<file path="src/rtl/tlc_pkg.sv">
// Shared definitions for the traffic light controller: state and lamp encodings,
// default phase durations and the lamp decode used by the controller FSM.
package tlc_pkg;

    localparam int CNT_W = 8;
    localparam logic [CNT_W-1:0] CNT_MAX = 8'd255;
    localparam logic [CNT_W-1:0] CNT_ONE = 8'd1;

    localparam int DEF_T_MAIN_G = 10;
    localparam int DEF_T_SIDE_G = 6;
    localparam int DEF_T_YEL    = 3;
    localparam int DEF_T_ALLR   = 1;
    localparam int DEF_T_WALK   = 5;

    localparam logic [2:0] LAMP_RED = 3'b100;
    localparam logic [2:0] LAMP_YEL = 3'b010;
    localparam logic [2:0] LAMP_GRN = 3'b001;

    typedef enum logic [2:0] {
        MAIN_G = 3'd0,
        MAIN_Y = 3'd1,
        ALLR_1 = 3'd2,
        SIDE_G = 3'd3,
        SIDE_Y = 3'd4,
        WALK   = 3'd5,
        ALLR_2 = 3'd6
    } tlc_state_e;

    typedef struct packed {
        logic [2:0] mainLamp;
        logic [2:0] sideLamp;
        logic       walkLamp;
    } tlc_lamps_t;

    // Every state other than the two green/yellow pairs shows red both ways.
    function automatic tlc_lamps_t decodeLamps(input tlc_state_e s);
        tlc_lamps_t l;
        l.mainLamp = LAMP_RED;
        l.sideLamp = LAMP_RED;
        l.walkLamp = 1'b0;
        case (s)
            MAIN_G:  l.mainLamp = LAMP_GRN;
            MAIN_Y:  l.mainLamp = LAMP_YEL;
            SIDE_G:  l.sideLamp = LAMP_GRN;
            SIDE_Y:  l.sideLamp = LAMP_YEL;
            WALK:    l.walkLamp = 1'b1;
            default: ;
        endcase
        return l;
    endfunction

endpackage

</file>
<file path="src/rtl/tlc_phase_timer.sv">
// Phase timer: counts ticks since the last clear, saturating at the maximum,
// and flags the tick on which a phase of the given length is complete.
module tlc_phase_timer
    import tlc_pkg::*;
(
    input  logic             clk,
    input  logic             rst,
    input  logic             clear,
    input  logic             tick,
    input  logic [CNT_W-1:0] length,
    output logic             done,
    output logic [CNT_W-1:0] count
);

    logic [CNT_W-1:0] count_q;
    logic [CNT_W-1:0] count_d;

    // Clear beats tick so the count reads 0 on the first cycle of the new phase.
    always_comb begin
        count_d = count_q;
        if (clear) begin
            count_d = '0;
        end else if (tick && (count_q != CNT_MAX)) begin
            count_d = count_q + CNT_ONE;
        end
    end

    always_ff @(posedge clk or posedge rst) begin
        if (rst) begin
            count_q <= '0;
        end else begin
            count_q <= count_d;
        end
    end

    assign done  = tick && (count_q == (length - CNT_ONE));
    assign count = count_q;

endmodule

</file>
<file path="src/rtl/traffic_light_ctrl.sv">
// Main/side road traffic light controller with pedestrian walk phase.
// Lamps are registered from the next state, so they always match the state register.
module traffic_light_ctrl
    import tlc_pkg::*;
#(
    parameter int T_MAIN_G = DEF_T_MAIN_G,
    parameter int T_SIDE_G = DEF_T_SIDE_G,
    parameter int T_YEL    = DEF_T_YEL,
    parameter int T_ALLR   = DEF_T_ALLR,
    parameter int T_WALK   = DEF_T_WALK
) (
    input  logic       clk,
    input  logic       rst,
    input  logic       tick,
    input  logic       ped_req,
    input  logic       side_car,
    output logic [2:0] main_light,
    output logic [2:0] side_light,
    output logic       walk,
    output logic [2:0] phase
);

    localparam logic [CNT_W-1:0] LEN_MAIN_G = T_MAIN_G[CNT_W-1:0];
    localparam logic [CNT_W-1:0] LEN_SIDE_G = T_SIDE_G[CNT_W-1:0];
    localparam logic [CNT_W-1:0] LEN_YEL    = T_YEL[CNT_W-1:0];
    localparam logic [CNT_W-1:0] LEN_ALLR   = T_ALLR[CNT_W-1:0];
    localparam logic [CNT_W-1:0] LEN_WALK   = T_WALK[CNT_W-1:0];

    tlc_state_e       state_q;
    tlc_state_e       state_d;
    logic             pedPending_q;
    tlc_lamps_t       lamps_q;

    logic [CNT_W-1:0] phaseLen;
    logic [CNT_W-1:0] timerCount;
    logic             timerDone;
    logic             demand;
    logic             exitPhase;
    logic             enterWalk;
    tlc_state_e       successor;

    tlc_phase_timer u_timer (
        .clk    (clk),
        .rst    (rst),
        .clear  (exitPhase),
        .tick   (tick),
        .length (phaseLen),
        .done   (timerDone),
        .count  (timerCount)
    );

    // MAIN_G is the only open-ended phase: after its minimum it waits for demand.
    always_comb begin
        phaseLen  = LEN_MAIN_G;
        successor = ALLR_2;
        demand    = side_car || pedPending_q;
        exitPhase = timerDone;
        case (state_q)
            MAIN_G: begin
                phaseLen  = LEN_MAIN_G;
                successor = MAIN_Y;
                exitPhase = tick && (timerCount >= (LEN_MAIN_G - CNT_ONE)) && demand;
            end
            MAIN_Y: begin
                phaseLen  = LEN_YEL;
                successor = ALLR_1;
            end
            ALLR_1: begin
                phaseLen  = LEN_ALLR;
                successor = pedPending_q ? WALK : SIDE_G;
            end
            SIDE_G: begin
                phaseLen  = LEN_SIDE_G;
                successor = SIDE_Y;
            end
            SIDE_Y: begin
                phaseLen  = LEN_YEL;
                successor = ALLR_2;
            end
            WALK: begin
                phaseLen  = LEN_WALK;
                successor = ALLR_2;
            end
            ALLR_2: begin
                phaseLen  = LEN_ALLR;
                successor = MAIN_G;
            end
            default: begin
                phaseLen  = LEN_ALLR;
                successor = ALLR_2;
                exitPhase = 1'b1;
            end
        endcase
        state_d   = exitPhase ? successor : state_q;
        enterWalk = exitPhase && (state_q == ALLR_1) && pedPending_q;
    end

    // A request landing on the edge that enters WALK is served by that WALK.
    always_ff @(posedge clk or posedge rst) begin
        if (rst) begin
            state_q      <= ALLR_2;
            pedPending_q <= 1'b0;
            lamps_q      <= decodeLamps(ALLR_2);
        end else begin
            state_q <= state_d;
            lamps_q <= decodeLamps(state_d);
            if (enterWalk) begin
                pedPending_q <= 1'b0;
            end else if (ped_req) begin
                pedPending_q <= 1'b1;
            end
        end
    end

    assign main_light = lamps_q.mainLamp;
    assign side_light = lamps_q.sideLamp;
    assign walk       = lamps_q.walkLamp;
    assign phase      = state_q;

endmodule

</file>
<file path="config.mk">
export PLATFORM = sky130hd
export DESIGN_NAME = traffic_light_ctrl
export DESIGN_NICKNAME = d
export VERILOG_FILES = /design/src/rtl/tlc_pkg.sv /design/src/rtl/tlc_phase_timer.sv /design/src/rtl/traffic_light_ctrl.sv
export SDC_FILE = /design/constraint.sdc
export NUM_CORES = 1
export LEC_CHECK = 0
export BUFFER_PORTS_ARGS = -buffer_cell sky130_fd_sc_hd__buf_2
export CAP_MARGIN = 20
export CORE_UTILIZATION = 40
export DETAILED_ROUTE_END_ITERATION = 10
export PLACE_DENSITY_LB_ADDON = 0.1
export SYNTH_ARGS = -nofsm -noshare
export SYNTH_HDL_FRONTEND = slang
export SYNTH_SLANG_ARGS = --single-unit
</file>
<file path="constraint.sdc">
create_clock -name clk -period 3.4 [get_ports clk]
set_input_delay 0.17 -clock clk [delete_from_list [all_inputs] [get_ports clk]]
set_output_delay 0.17 -clock clk [all_outputs]
set_load 0.02 [all_outputs]
</file>
[After elaboration in Yosys (flattened, before gate mapping)]
Cells that the tools add are included.
Operators by class
  eq/ne operators: 12
  muxes and demuxes: 12
  $add $sub $neg: 2
  order comparisons: 1
  reduce and logical (&&, ||, !) cells: 13
Operators by type and width (number)
  two-way mux 8 bit: 2
  one-hot mux 4 bit (4 select lines): 1
  equality test 3 bit, second input constant: 5
  one-hot mux 3 bit (5 select lines): 1
  one-hot mux 3 bit (2 select lines): 2
  equality test 3 x 2 -> 1 bit, second input constant: 3
  adder 8 x 1 -> 8 bit, second input constant: 1
  equality test 8 bit: 1
  >= comparator 8 x 4 -> 1 bit, second input constant: 1
  inequality test 8 bit, second input constant: 1
  equality test 3 x 1 -> 1 bit, second input constant: 2
  logical AND 1 bit: 6
  zero test 3 bit: 2
  two-way mux 3 bit: 2
  OR reduction 6 bit: 1
  subtractor 4 x 1 -> 5 bit, second input constant: 1
  nonzero test 2 bit: 2
  two-way mux 1 bit: 3
  one-hot mux 1 bit (2 select lines): 1
  OR reduction 2 bit: 1
  logical OR 1 bit: 1
Storage, ports and cells
  bits in registers: 19
  output and inout bits: 10
  input port bits: 5
  word-level logic and storage cells: 46

[Longest topological paths before layout]
  depth in word-level cells: 10
  depth in mapped cells: 10
  gate-level depth less buffers: 8

[Hierarchy]
Synthesis repeated with hierarchy kept, for this count alone.
Unflattened totals
  cells, all modules: 146
  area total of the unflattened synthesis: 1298.7 um^2
Modules (own cells, without submodules)
  tlc_phase_timer: sequential area each 200.2 um^2, area an instance 679.4 um^2, cells an instance 81, times used 1
  traffic_light_ctrl: sequential area each 280.3 um^2, area an instance 619.3 um^2, cells an instance 65, times used 1

[Worst setup path after synthesis]
No wires, ideal clock.
  path kind: register to register
  from: register state_q[2] (netlist: phase[2])
  to: register state_q[1] (netlist: phase[1])
  path buffers: 1
  clock period less this slack: 2.542 ns
  data arrival time: 2.458 ns
  setup slack: 0.858 ns
  stages on the path, launching flop included: 9
  data required time: 3.317 ns
  library setup time: 0.083 ns
  cells stage by stage: dfstp_2 -> clkbuf_1 -> nor3_1 -> ha_1 -> xnor2_2 -> mux2i_1 -> o221ai_1 -> a41o_1 -> a221o_1
On the way
  cells in the longest elaborated chain, start to end: 8
  elaborated cells between the ends (all ways): 16
  those cells by class: 1 x add/sub; 7 x eq/ne; 4 x mux; 4 x reduce/logical
Ends and longest elaborated chain
  from (decl): line traffic_light_ctrl.sv:29  | tlc_state_e state_q;
  from (signal assigned): line traffic_light_ctrl.sv:105  | state_q <= state_d;
  equality test 3 x 1 -> 1 bit or equality test 3 bit (tied branches): line traffic_light_ctrl.sv:58  | case (state_q)
  OR reduction 2 bit (no source line)
  one-hot mux 4 bit (4 select lines): line traffic_light_ctrl.sv:58
  subtractor 4 x 1 -> 5 bit: line tlc_phase_timer.sv:36  | assign done = tick && (count_q == (length - CNT_ONE));
  equality test 8 bit: line tlc_phase_timer.sv:36
  logical AND 1 bit: line tlc_phase_timer.sv:36
  one-hot mux 1 bit (2 select lines): line traffic_light_ctrl.sv:58
  two-way mux 3 bit *: line traffic_light_ctrl.sv:94  | state_d = exitPhase ? successor : state_q;
  via state_d[1]: line traffic_light_ctrl.sv:30  | tlc_state_e state_d;
Mark *: on every way through the listed nets, which the timed path passes. The rest lies on a longest branch.
A chain may end at the register's enable or synchronous reset.

[Final worst setup path]
  from: register state_q[1] (netlist: phase[1])
  to: register state_q[1] (netlist: phase[1])
The elaborated chain is that of the path after synthesis.

==> flow_summary.json <==
{
  "io_pins": 15,
  "synth.most_common_cell": "dfrtp_1",
  "antenna_found_initial": 0,
  "grt_first_pass_wirelength_um": 4830,
  "total_power_mw": 1.339,
  "fp.dieArea_sq_um": 3330,
  "synth_commonest_cells": "15 x dfrtp_1, 10 x nor2_1, 9 x inv_1, 9 x nor3_1, 7 x nand2_1",
  "cts.path.max_buffers": 2,
  "fin_cells": 174,
  "fp.dieW_um": 57.71,
  "cts-root-buf": "clkbuf_4",
  "outcome": "complete, but fails checks",
  "vdd_drop_max_uv": 419.2,
  "hold_depth": 3,
  "setup_viol_count_final": 0,
  "synth_seq_cells": 19,
  "path_cells": "nor2b_1 > nor3_1 > ha_1 > xnor2_2 > mux2i_1 > o221a_2 > nor3_4 > a221o_1",
  "period_share_pct": 84.05,
  "crit_type": "reg2reg",
  "syn_avg_cell_area_sq_um": 9.622,
  "die_y_um": 57.71,
  "synthArstFlopShare_pct": 100.0,
  "r2r_end": "phase[1]",
  "finalInstanceArea_sq_um": 1358,
  "power.density_nw_per_um2": 986.4,
  "place_congestion": 0.8958,
  "grt.total_usage_pct": 19.03,
  "crit_buf_inv": 0,
  "cp_slowest_cell": "dfstp_2",
  "setup_tns_ns": 0,
  "violations": "DRC",
  "end_kind": "register",
  "initial_core_util_pct": 43.51,
  "min_to": "pedPending_q",
  "critPathTopFamily": "simple AND/OR/NAND/NOR gates",
  "antenna_left": 0,
  "diodes": 0,
  "crit_path_start_kind": "register",
  "fmax_ghz": 0.3499,
  "cts_buffers": 3,
  "drc": 1,
  "fin_crit_ns": 2.858,
  "row_count": 19,
  "holdCritPathClass": "in2reg",
  "clk_pin_slew_worst_paths_ns": 0.12,
  "cts.htree.levels": 1,
  "cts_tree": "yes",
  "reg2regPathDepth": 8,
  "synth_enable_flop_cells": 0,
  "first_pass_iters": 7,
  "drt-wirelength-per-cell_um": 15.20,
  "gr-total-overflow": 0,
  "postCtsSetupBuffers": 0,
  "drv_cap": 0,
  "rr_startpoint": "phase[1]",
  "required_ns": 3.66,
  "cpPeakStageDelay_ns": 0.69,
  "yosys_warnings": 0,
  "routed_wl_um": 2644,
  "vias": 1027,
  "synth.top_cells.by_area": "dfrtp_1 30%, dfstp_2 8.5%, ha_1 4.0%",
  "post_dp_cell_area_sq_um": 1320,
  "nets": 153,
  "hpwlAfterDp_um": 1945,
  "seq_area_frac_synth_pct": 38.71,
  "core_sq_um": 2853,
  "ys_types": 49,
  "port_buffers": 14,
  "worstMarginPinSlew_ns": 0.7243,
  "relSlewSlack_pct": 51.66,
  "grt_max_degree": 20,
  "postSynthCellCount": 129,
  "hold_start": "ped_req",
  "synth_top_area_share_pct": 30.24,
  "avgViaCountPerCell": 5.902,
  "dp.cells": 169,
  "syn-cell-area_sq_um": 1241,
  "cp.arrival_ns": 3.12,
  "ys.flop_type": "dfrtp_1",
  "rsz0062_at_grt": "no",
  "finalHoldViolCount": 0,
  "grt_pass1_vias": 1080,
  "initialDrtViolationCount": 17,
  "cts.sinks": 19,
  "maxSlewViolCount": 0,
  "drive_above_1_share_pct": 23.08,
  "rrSetupSlack_ns": 0.54,
  "worst_skew_pair.late_latency_ns": 0.30,
  "fin_skew_ns": 0.01115,
  "syn_nets": 138,
  "cp_max_fo": 14,
  "yosysTopAreaCell": "dfrtp_1",
  "layout-area-overhead-vs-synth_pct": 9.375,
  "cts_resized": 0,
  "leakagePower_nw": 0.6089
}
flip-flops by register name, indices dropped and copies added, names as in the netlist:
name           count
main_light         3
walk               1
phase              3
side_light         3
u_timer.count      8
pedPending_q       1
worst max-delay path by stage:
| stage | start | cells after the start | end | slack (ns) |
|---|---|---|---|---|
| final | phase[1] | 8 | phase[1] | 0.54 |
| after global routing | phase[1] | 8 | phase[1] | 0.29 |
| after CTS | phase[1] | 8 | phase[1] | 0.49 |
| after detailed placement | phase[1] | 8 | phase[1] | 0.52 |
| after global placement | phase[1] | 8 | phase[1] | 0.68 |
| after floorplan | phase[2] | 8 | phase[1] | 0.86 |
worst register-to-register path: stages (launching register included):
cell and delay [ns]:
dfstp_2 0.69, nor2b_1 0.32, nor3_1 0.08, ha_1 0.23, xnor2_2 0.22, mux2i_1 0.14
o221a_2 0.36, nor3_4 0.52, a221o_1 0.25
stage by stage:
| stage | util (%) | worst slack (ns) | hold slack, ns |
|---|---|---|---|
| 3_5_place_dp | 46.27 | 0.5235 | 0.3344 |
| 3_3_place_gp | 46.27 | 0.6835 | 0.3222 |
| 5_1_grt | 47.59 | 0.2894 | 0.1301 |
| 4_1_cts | 47.59 | 0.4863 | 0.1020 |
| 6_report | 47.59 | 0.5423 | 0.1072 |
| 2_1_floorplan | - | 0.8581 | 0.1182 |
routing by layer:
| layer | vias to the layer above | part of all wire, % | GRT usage (%) |
|---|---|---|---|
| met5 | - | 0 | 0 |
| met4 | 0 | 1.6 | 9.184 |
| met3 | 4 | 3.3 | 4.464 |
| met2 | 21 | 51 | 32.56 |
| met1 | 498 | 44 | 22.52 |
| li1 | 504 | - | - |
timing repair:
| action | CTS | global route |
|---|---|---|
| hold endpoints to repair | 15 | 0 |
| hold buffers | 1 | 0 |
| setup endpoints to repair | 0 | 0 |
report_power, final:
part           internal [mW]  leakage [nW]  switching [mW]  total, mW
combinational          0.315         0.352           0.487      0.802
clock                 0.0439        0.0177          0.0747      0.119
sequential             0.316         0.239           0.103      0.419
kinds of logic after synthesis:
family,share of synthesized area (%)
buffers and inverters,5.746
DFF,38.71
adders and majority gates,4.032
xor gates and xnor gates,5.545
AOI/OAI and AO/OA,18.35
muxes,4.032
and+or+nand+nor,23.59
final cells by class:
type / instances / area, sq um
fill: 277 / 1495
multi-input combinational: 95 / 689.4
sequential: 19 / 480.5
timing repair buffer: 16 / 87.58
tap: 31 / 38.79
inverter: 9 / 33.78
clock buffer: 3 / 22.52
clock inverter: 1 / 5.005
cell usage in the layout, fill, tap and decap left out, drive strengths merged, types with 2 or more instances in the layout:
cell type,instances
dfstp,4
inv,9
and2,2
a31o,2
ha,4
xnor2,6
nand2,9
nand3,2
o211ai,2
nor2b,3
a31oi,3
clkbuf,3
nor2,10
a21oi,6
dfrtp,15
buf,15
o21ai,2
nor3,11
mux2i,5
nand4,4
Power figures use the tool's default switching activity.
